--- config.mk ---
export PLATFORM = sky130hd
export DESIGN_NAME = board_io_ctrl
export DESIGN_NICKNAME = d
export VERILOG_FILES = /design/src/rtl/board_io_pkg.sv /design/src/rtl/btn_debounce.sv /design/src/rtl/board_io_ctrl.sv
export SDC_FILE = /design/constraint.sdc
export NUM_CORES = 1
export LEC_CHECK = 0
export CAP_MARGIN = 20
export CORE_ASPECT_RATIO = 1.4
export CORE_MARGIN = 8
export CORE_UTILIZATION = 30
export CTS_CLUSTER_DIAMETER = 80
export DETAILED_ROUTE_END_ITERATION = 10
export PLACE_DENSITY_LB_ADDON = 0.12
export SLEW_MARGIN = 20
export SYNTH_ARGS = -nofsm -noshare
export SYNTH_HDL_FRONTEND = slang
export SYNTH_SLANG_ARGS = --single-unit
export TNS_END_PERCENT = 30
--- constraint.sdc ---
create_clock -name clk -period 4.44 [get_ports clk]
set_input_delay 0.666 -clock clk [delete_from_list [all_inputs] [get_ports clk]]
set_output_delay 0.666 -clock clk [all_outputs]
set_load 0.005 [all_outputs]
--- src/rtl/board_io_pkg.sv ---
// rtl/board_io_pkg.sv - shared encodings, segment table and FSM states for the board I/O front end
package board_io_pkg;

    localparam logic [1:0] MODE_HEX     = 2'b00;
    localparam logic [1:0] MODE_UDEC    = 2'b01;
    localparam logic [1:0] MODE_SDEC    = 2'b10;
    localparam logic [1:0] MODE_HEX_ALT = 2'b11;

    localparam logic [6:0] SEG_BLANK = 7'h7F;
    localparam logic [6:0] SEG_DASH  = 7'h3F;

    typedef enum logic [1:0] {
        ST_IDLE,
        ST_CONV,
        ST_FMT
    } state_t;

    // Active-low gfedcba pattern for one hex nibble.
    function automatic logic [6:0] seg_encode(input logic [3:0] nib);
        logic [6:0] seg;
        case (nib)
            4'h0: seg = 7'h40;
            4'h1: seg = 7'h79;
            4'h2: seg = 7'h24;
            4'h3: seg = 7'h30;
            4'h4: seg = 7'h19;
            4'h5: seg = 7'h12;
            4'h6: seg = 7'h02;
            4'h7: seg = 7'h78;
            4'h8: seg = 7'h00;
            4'h9: seg = 7'h10;
            4'hA: seg = 7'h08;
            4'hB: seg = 7'h03;
            4'hC: seg = 7'h46;
            4'hD: seg = 7'h21;
            4'hE: seg = 7'h06;
            default: seg = 7'h0E;
        endcase
        return seg;
    endfunction

endpackage

--- src/rtl/btn_debounce.sv ---
// rtl/btn_debounce.sv - single-channel button synchroniser and debouncer with press pulse
module btn_debounce #(
    parameter int DEBOUNCE_CYCLES = 1_000_000
) (
    input  logic clk,
    input  logic rst_n,
    input  logic raw,
    output logic level,
    output logic pulse
);

    localparam int CW = $clog2(DEBOUNCE_CYCLES + 1);
    localparam logic [CW-1:0] LAST = CW'(DEBOUNCE_CYCLES - 1);

    logic          meta;
    logic          sync;
    logic [CW-1:0] cnt;

    // Flipping on cnt == LAST gives DEBOUNCE_CYCLES consecutive mismatching cycles.
    always_ff @(posedge clk or negedge rst_n) begin
        if (!rst_n) begin
            meta  <= 1'b0;
            sync  <= 1'b0;
            cnt   <= '0;
            level <= 1'b0;
            pulse <= 1'b0;
        end else begin
            meta  <= raw;
            sync  <= meta;
            pulse <= 1'b0;
            if (sync == level) begin
                cnt <= '0;
            end else if (cnt == LAST) begin
                cnt   <= '0;
                level <= sync;
                pulse <= sync;
            end else begin
                cnt <= cnt + 1'b1;
            end
        end
    end

endmodule

--- src/rtl/board_io_ctrl.sv ---
// rtl/board_io_ctrl.sv - button debounce bank plus hex/decimal seven-segment display driver
module board_io_ctrl
    import board_io_pkg::*;
#(
    parameter int NUM_BTN         = 3,
    parameter int NUM_DIGITS      = 4,
    parameter int DATA_WIDTH      = 16,
    parameter int DEBOUNCE_CYCLES = 1_000_000
) (
    input  logic                    clk,
    input  logic                    rst_n,
    input  logic [NUM_BTN-1:0]      btn_raw,
    output logic [NUM_BTN-1:0]      btn_level,
    output logic [NUM_BTN-1:0]      btn_pulse,
    input  logic [DATA_WIDTH-1:0]   value,
    input  logic [1:0]              mode,
    input  logic                    lz_en,
    input  logic                    value_valid,
    output logic                    value_ready,
    output logic                    busy,
    input  logic [NUM_DIGITS-1:0]   blank,
    output logic [7*NUM_DIGITS-1:0] hex
);

    localparam int BCD_DIGITS = (DATA_WIDTH * 3) / 10 + 1;
    localparam int BCDW       = 4 * BCD_DIGITS;
    localparam int HEX_NIB    = (DATA_WIDTH + 3) / 4;
    localparam int SRC_DIG    = (BCD_DIGITS > HEX_NIB) ? BCD_DIGITS : HEX_NIB;
    localparam int EXT_DIG    = (SRC_DIG > NUM_DIGITS) ? SRC_DIG : NUM_DIGITS;
    localparam int EXTW       = 4 * EXT_DIG;
    localparam int CNTW       = $clog2(DATA_WIDTH + 1);
    localparam int SEGW       = 7 * NUM_DIGITS;

    for (genvar b = 0; b < NUM_BTN; b++) begin : g_btn
        btn_debounce #(
            .DEBOUNCE_CYCLES(DEBOUNCE_CYCLES)
        ) u_btn (
            .clk   (clk),
            .rst_n (rst_n),
            .raw   (btn_raw[b]),
            .level (btn_level[b]),
            .pulse (btn_pulse[b])
        );
    end

    state_t                  state_q;
    state_t                  state_d;
    logic [DATA_WIDTH-1:0]   bin_q;
    logic [BCDW-1:0]         bcd_q;
    logic [CNTW-1:0]         cnt_q;
    logic                    hex_mode_q;
    logic                    neg_q;
    logic                    lz_q;
    logic [SEGW-1:0]         disp_q;
    logic [SEGW-1:0]         hex_q;

    logic                    accept;
    logic                    is_dec;
    logic                    neg_in;
    logic [DATA_WIDTH-1:0]   mag;
    logic [BCDW-1:0]         bcd_adj;
    logic [BCDW+DATA_WIDTH-1:0] dd_next;
    logic [EXTW-1:0]         src_ext;
    logic [SEGW-1:0]         fmt_seg;
    logic [SEGW-1:0]         blank_ext;
    logic                    ovf;
    int                      msd;

    assign value_ready = (state_q == ST_IDLE);
    assign busy        = ~value_ready;
    assign accept      = value_valid & value_ready;
    assign is_dec      = (mode == MODE_UDEC) || (mode == MODE_SDEC);
    assign neg_in      = (mode == MODE_SDEC) && value[DATA_WIDTH-1];
    // Negating the most negative value wraps to itself, which is its correct unsigned magnitude.
    assign mag         = neg_in ? -value : value;
    assign hex         = hex_q;

    always_ff @(posedge clk or negedge rst_n) begin
        if (!rst_n) begin
            state_q <= ST_IDLE;
        end else begin
            state_q <= state_d;
        end
    end

    always_comb begin
        state_d = state_q;
        case (state_q)
            ST_IDLE: if (accept) state_d = is_dec ? ST_CONV : ST_FMT;
            ST_CONV: if (cnt_q == CNTW'(DATA_WIDTH - 1)) state_d = ST_FMT;
            ST_FMT:  state_d = ST_IDLE;
            default: state_d = ST_IDLE;
        endcase
    end

    always_comb begin
        bcd_adj = bcd_q;
        for (int i = 0; i < BCD_DIGITS; i++) begin
            if (bcd_q[4*i +: 4] >= 4'd5) bcd_adj[4*i +: 4] = bcd_q[4*i +: 4] + 4'd3;
        end
        dd_next = {bcd_adj, bin_q} << 1;
    end

    // Hex mode formats the raw value held in bin_q; decimal formats the finished BCD.
    assign src_ext = hex_mode_q ? EXTW'(bin_q) : EXTW'(bcd_q);

    always_comb begin
        msd = 0;
        for (int i = 0; i < EXT_DIG; i++) begin
            if (src_ext[4*i +: 4] != 4'd0) msd = i;
        end
    end

    always_comb begin
        ovf     = (msd + 1 + int'(neg_q)) > NUM_DIGITS;
        fmt_seg = '0;
        for (int d = 0; d < NUM_DIGITS; d++) begin
            fmt_seg[7*d +: 7] = seg_encode(src_ext[4*d +: 4]);
            if (ovf) begin
                fmt_seg[7*d +: 7] = SEG_DASH;
            end else if (d > msd) begin
                if (lz_q) begin
                    fmt_seg[7*d +: 7] = (neg_q && d == msd + 1) ? SEG_DASH : SEG_BLANK;
                end else if (neg_q && d == NUM_DIGITS - 1) begin
                    fmt_seg[7*d +: 7] = SEG_DASH;
                end
            end
        end
    end

    always_comb begin
        blank_ext = '0;
        for (int d = 0; d < NUM_DIGITS; d++) begin
            blank_ext[7*d +: 7] = {7{blank[d]}};
        end
    end

    always_ff @(posedge clk or negedge rst_n) begin
        if (!rst_n) begin
            bin_q      <= '0;
            bcd_q      <= '0;
            cnt_q      <= '0;
            hex_mode_q <= 1'b0;
            neg_q      <= 1'b0;
            lz_q       <= 1'b0;
            disp_q     <= {NUM_DIGITS{SEG_BLANK}};
            hex_q      <= {NUM_DIGITS{SEG_BLANK}};
        end else begin
            case (state_q)
                ST_IDLE: begin
                    if (accept) begin
                        bin_q      <= mag;
                        bcd_q      <= '0;
                        cnt_q      <= '0;
                        hex_mode_q <= ~is_dec;
                        neg_q      <= neg_in;
                        lz_q       <= lz_en;
                    end
                end
                ST_CONV: begin
                    bcd_q <= dd_next[BCDW+DATA_WIDTH-1:DATA_WIDTH];
                    bin_q <= dd_next[DATA_WIDTH-1:0];
                    cnt_q <= cnt_q + 1'b1;
                end
                ST_FMT:  disp_q <= fmt_seg;
                default: ;
            endcase
            // Bypass the display register in FMT so the new value lands on the same edge.
            hex_q <= ((state_q == ST_FMT) ? fmt_seg : disp_q) | blank_ext;
        end
    end

endmodule

==> results.json <==
{
  "ctsLongestPathBuffers": 2,
  "diodes": 0,
  "first_pass_iters": 4,
  "slew_headroom_pct": 36.3,
  "met2_length_mm": 11.4,
  "antenna_found_initial": 0,
  "p_per_area_nw_per_um2": 636,
  "end_kind": "register",
  "synth_top_area_share_pct": 30.9,
  "rows": 77,
  "grt_pass1_vias": 7232,
  "p_total_w": 0.00713,
  "gp_congestion": 0.755,
  "period_share_pct": 90.1,
  "slowest_stage": "dfrtp_2",
  "drcViolationCount": 0,
  "synth.distinct_cells": 75,
  "io_buffers": 64,
  "wirelength_mm": 22.8,
  "synth_commonest_cells": "nor2_1, dfrtp_1, nand2_1",
  "cts_tree": "built",
  "startpoint_type": "register",
  "dieArea_um2": 37900,
  "routedWlPerCell_um": 16.0,
  "tns_ns": 0,
  "path_buf_inv": 1,
  "drive_gt1_share_pct": 13.9,
  "hold_buffers": 0,
  "critical_path.top_delay_family": "compound AO/OA/AOI/OAI gates",
  "fmax_ghz": 0.250,
  "syn_to_final_growth_pct": 17.2,
  "whs_ns": 0.204,
  "root_buffer": "clkbuf_16",
  "grt_first_pass_wirelength_mm": 38.2,
  "tightest_slew_ns": 0.928,
  "dp_hpwl_mm": 16.3,
  "synth.avg_cell_area_um2": 9.95,
  "synth_area_um2": 9570,
  "synth_area_leaders": "dfrtp_1, dfstp_2, ha_1",
  "yosysMostFrequentCell": "nor2_1",
  "p_leak_nw": 4.60,
  "nNetsFinal": 1096,
  "wl_met1_mm": 10.4,
  "synth-main-ff-cell": "dfrtp_1",
  "synth_edf_count": 0,
  "fin_ws_ns": 0.439,
  "num_vias": 7032,
  "ys_ff_latch": 174,
  "synth_async_sr_flop_share_pct": 100,
  "drtAntennaViolNets": 0,
  "path_max_fanout": 29,
  "ir_worst_vdd_uv": 361,
  "crit_chain": "buf_4 > mux2i_1 > ha_1 > a21oi_1 > o22ai_1 > ha_1 > ha_1 > or2_1 > a2111oi_4 > mux2i_2 > o32a_1 > or2_1",
  "crit_type": "register to register",
  "dp.cells": 1398,
  "drv_slew": 0,
  "grt_max_degree": 91,
  "synth_seq_area_share_pct": 46.2,
  "start_util_pct": 30.4,
  "clock_sinks": 174,
  "wl_met3_um": 606,
  "clkTransAtPathRegs_ns": 0.07,
  "yosys.area.top_type": "dfrtp_1",
  "post-route-min-period_ns": 4.00,
  "overflow": 0,
  "cpMostUsedCell": "ha_1",
  "finalHoldViolCount": 0,
  "syn_nets": 1036,
  "pre_cts_slack_ns": 0.458,
  "syn_inst": 962,
  "highest_layer": "met4",
  "rsz0062_at_grt": "no",
  "outcome": "finished clean",
  "cp.required_ns": 4.80,
  "viasPerCell": 4.92,
  "die_x_um": 167,
  "cap_viol_max_count": 0,
  "finalClockSkew_ns": 0.0124,
  "clk_latency_ns": 0.45,
  "grt_usage_pct": 12.6,
  "cts_resized": 0,
  "die_h_um": 227,
  "io_pins": 65,
  "fp.coreArea_um2": 31500,
  "hp-class": "input port to async pin",
  "cts_made_buffers": 17,
  "htree_levels": 4,
  "finalSetupViolCount": 0,
  "slowest_delay_ns": 0.51,
  "initialDrtViolationCount": 340,
  "postCtsSetupBuffers": 0,
  "critPathArrivalTime_ns": 4.36,
  "yosysWarnings": 0,
  "instances_no_fill": 1429
}
## logic make-up after synthesis
logic type	after synthesis	synth area share (%)
and+or+nand+nor	337	17.1
AOI/OAI and AO/OA	200	14.2
DFF	174	46.2
xor gates and xnor gates	81	7.61
buffers and inverters	81	3.87
adders and majority gates	45	5.88
muxes	44	5.10
## per-stage QoR
stage               util [%]  cell area [um2]
detailed placement      33.7            10600
floorplan                  -             9570
global route            35.6            11200
global placement        33.7            10600
CTS                     35.6            11200
finish                  35.6            11200
## power breakdown
group	switching, W	leakage (nW)	internal, W
Clock	0.000647	0.282	0.000871
Combinational	0.00180	2.15	0.00136
Sequential	0.000358	2.17	0.00210
## final timing paths
check	start	to	slack (ns)	cells after the start
setup / recovery	hex_mode_q$_DFFE_PN0P_	hex[24]$_DFF_PN1_	0.44	12
hold / removal	rst_n	g_btn[0].u_btn.sync$_DFF_PN0_	0.20	1
setup reg to reg	hex_mode_q$_DFFE_PN0P_	hex[24]$_DFF_PN1_	0.44	12
hold reg to reg	g_btn[0].u_btn.meta$_DFF_PN0_	g_btn[0].u_btn.sync$_DFF_PN0_	0.35	0
max in group asynchronous	rst_n	disp_q[3]$_DFF_PN1_	3.28	2
min in group clk	g_btn[0].u_btn.meta$_DFF_PN0_	g_btn[0].u_btn.sync$_DFF_PN0_	0.35	0
## routing by layer
layer | track usage, % | vias to the layer above
met4 | 5.30 | 0
met5 | 0 | -
met2 | 22.0 | 86
met1 | 15.1 | 3416
met3 | 2.36 | 21
li1 | - | 3509
## area by class of cell
cell class / count / area, um2
clock inverters: 9 / 111
multi-input cells: 707 / 4780
repair buffers: 79 / 767
well taps: 395 / 494
clock buffers: 22 / 474
fillers: 3182 / 20300
inverters: 43 / 161
flip-flops and latches: 174 / 4430
## flip-flops by register name (all words and copies together), names as in the netlist, 5 cells and up
signal           cells
cnt_q                5
hex                 28
g_btn.u_btn.cnt     60
bin_q               16
bcd_q               20
disp_q              28
## worst reg2reg max path, cell delays in order, from the launching register on
cell and delay, ns:
dfrtp_2 0.51, buf_4 0.42, mux2i_1 0.31, ha_1 0.28
a21oi_1 0.11, o22ai_1 0.24, ha_1 0.29, ha_1 0.30
or2_1 0.27, a2111oi_4 0.36, mux2i_2 0.21, o32a_1 0.40
or2_1 0.22
## layout by cell type (no fill, tap or decap), types with 11 or more instances in the layout
master and count:
a21oi_1 43, a31oi_1 15, and3_1 17, buf_4 14
clkbuf_16 17, clkdlybuf4s50_1 63, dfrtp_1 117, dfstp_2 56
ha_1 45, inv_1 43, mux2_2 13, mux2i_1 25
nand2_1 61, nand3_1 36, nor2_1 127, nor3_1 29
nor4_1 12, o211ai_1 11, o21ai_0 41, o22ai_1 12
o31ai_1 13, xnor2_1 50, xor2_1 30
(Power assumes the default switching activity.)
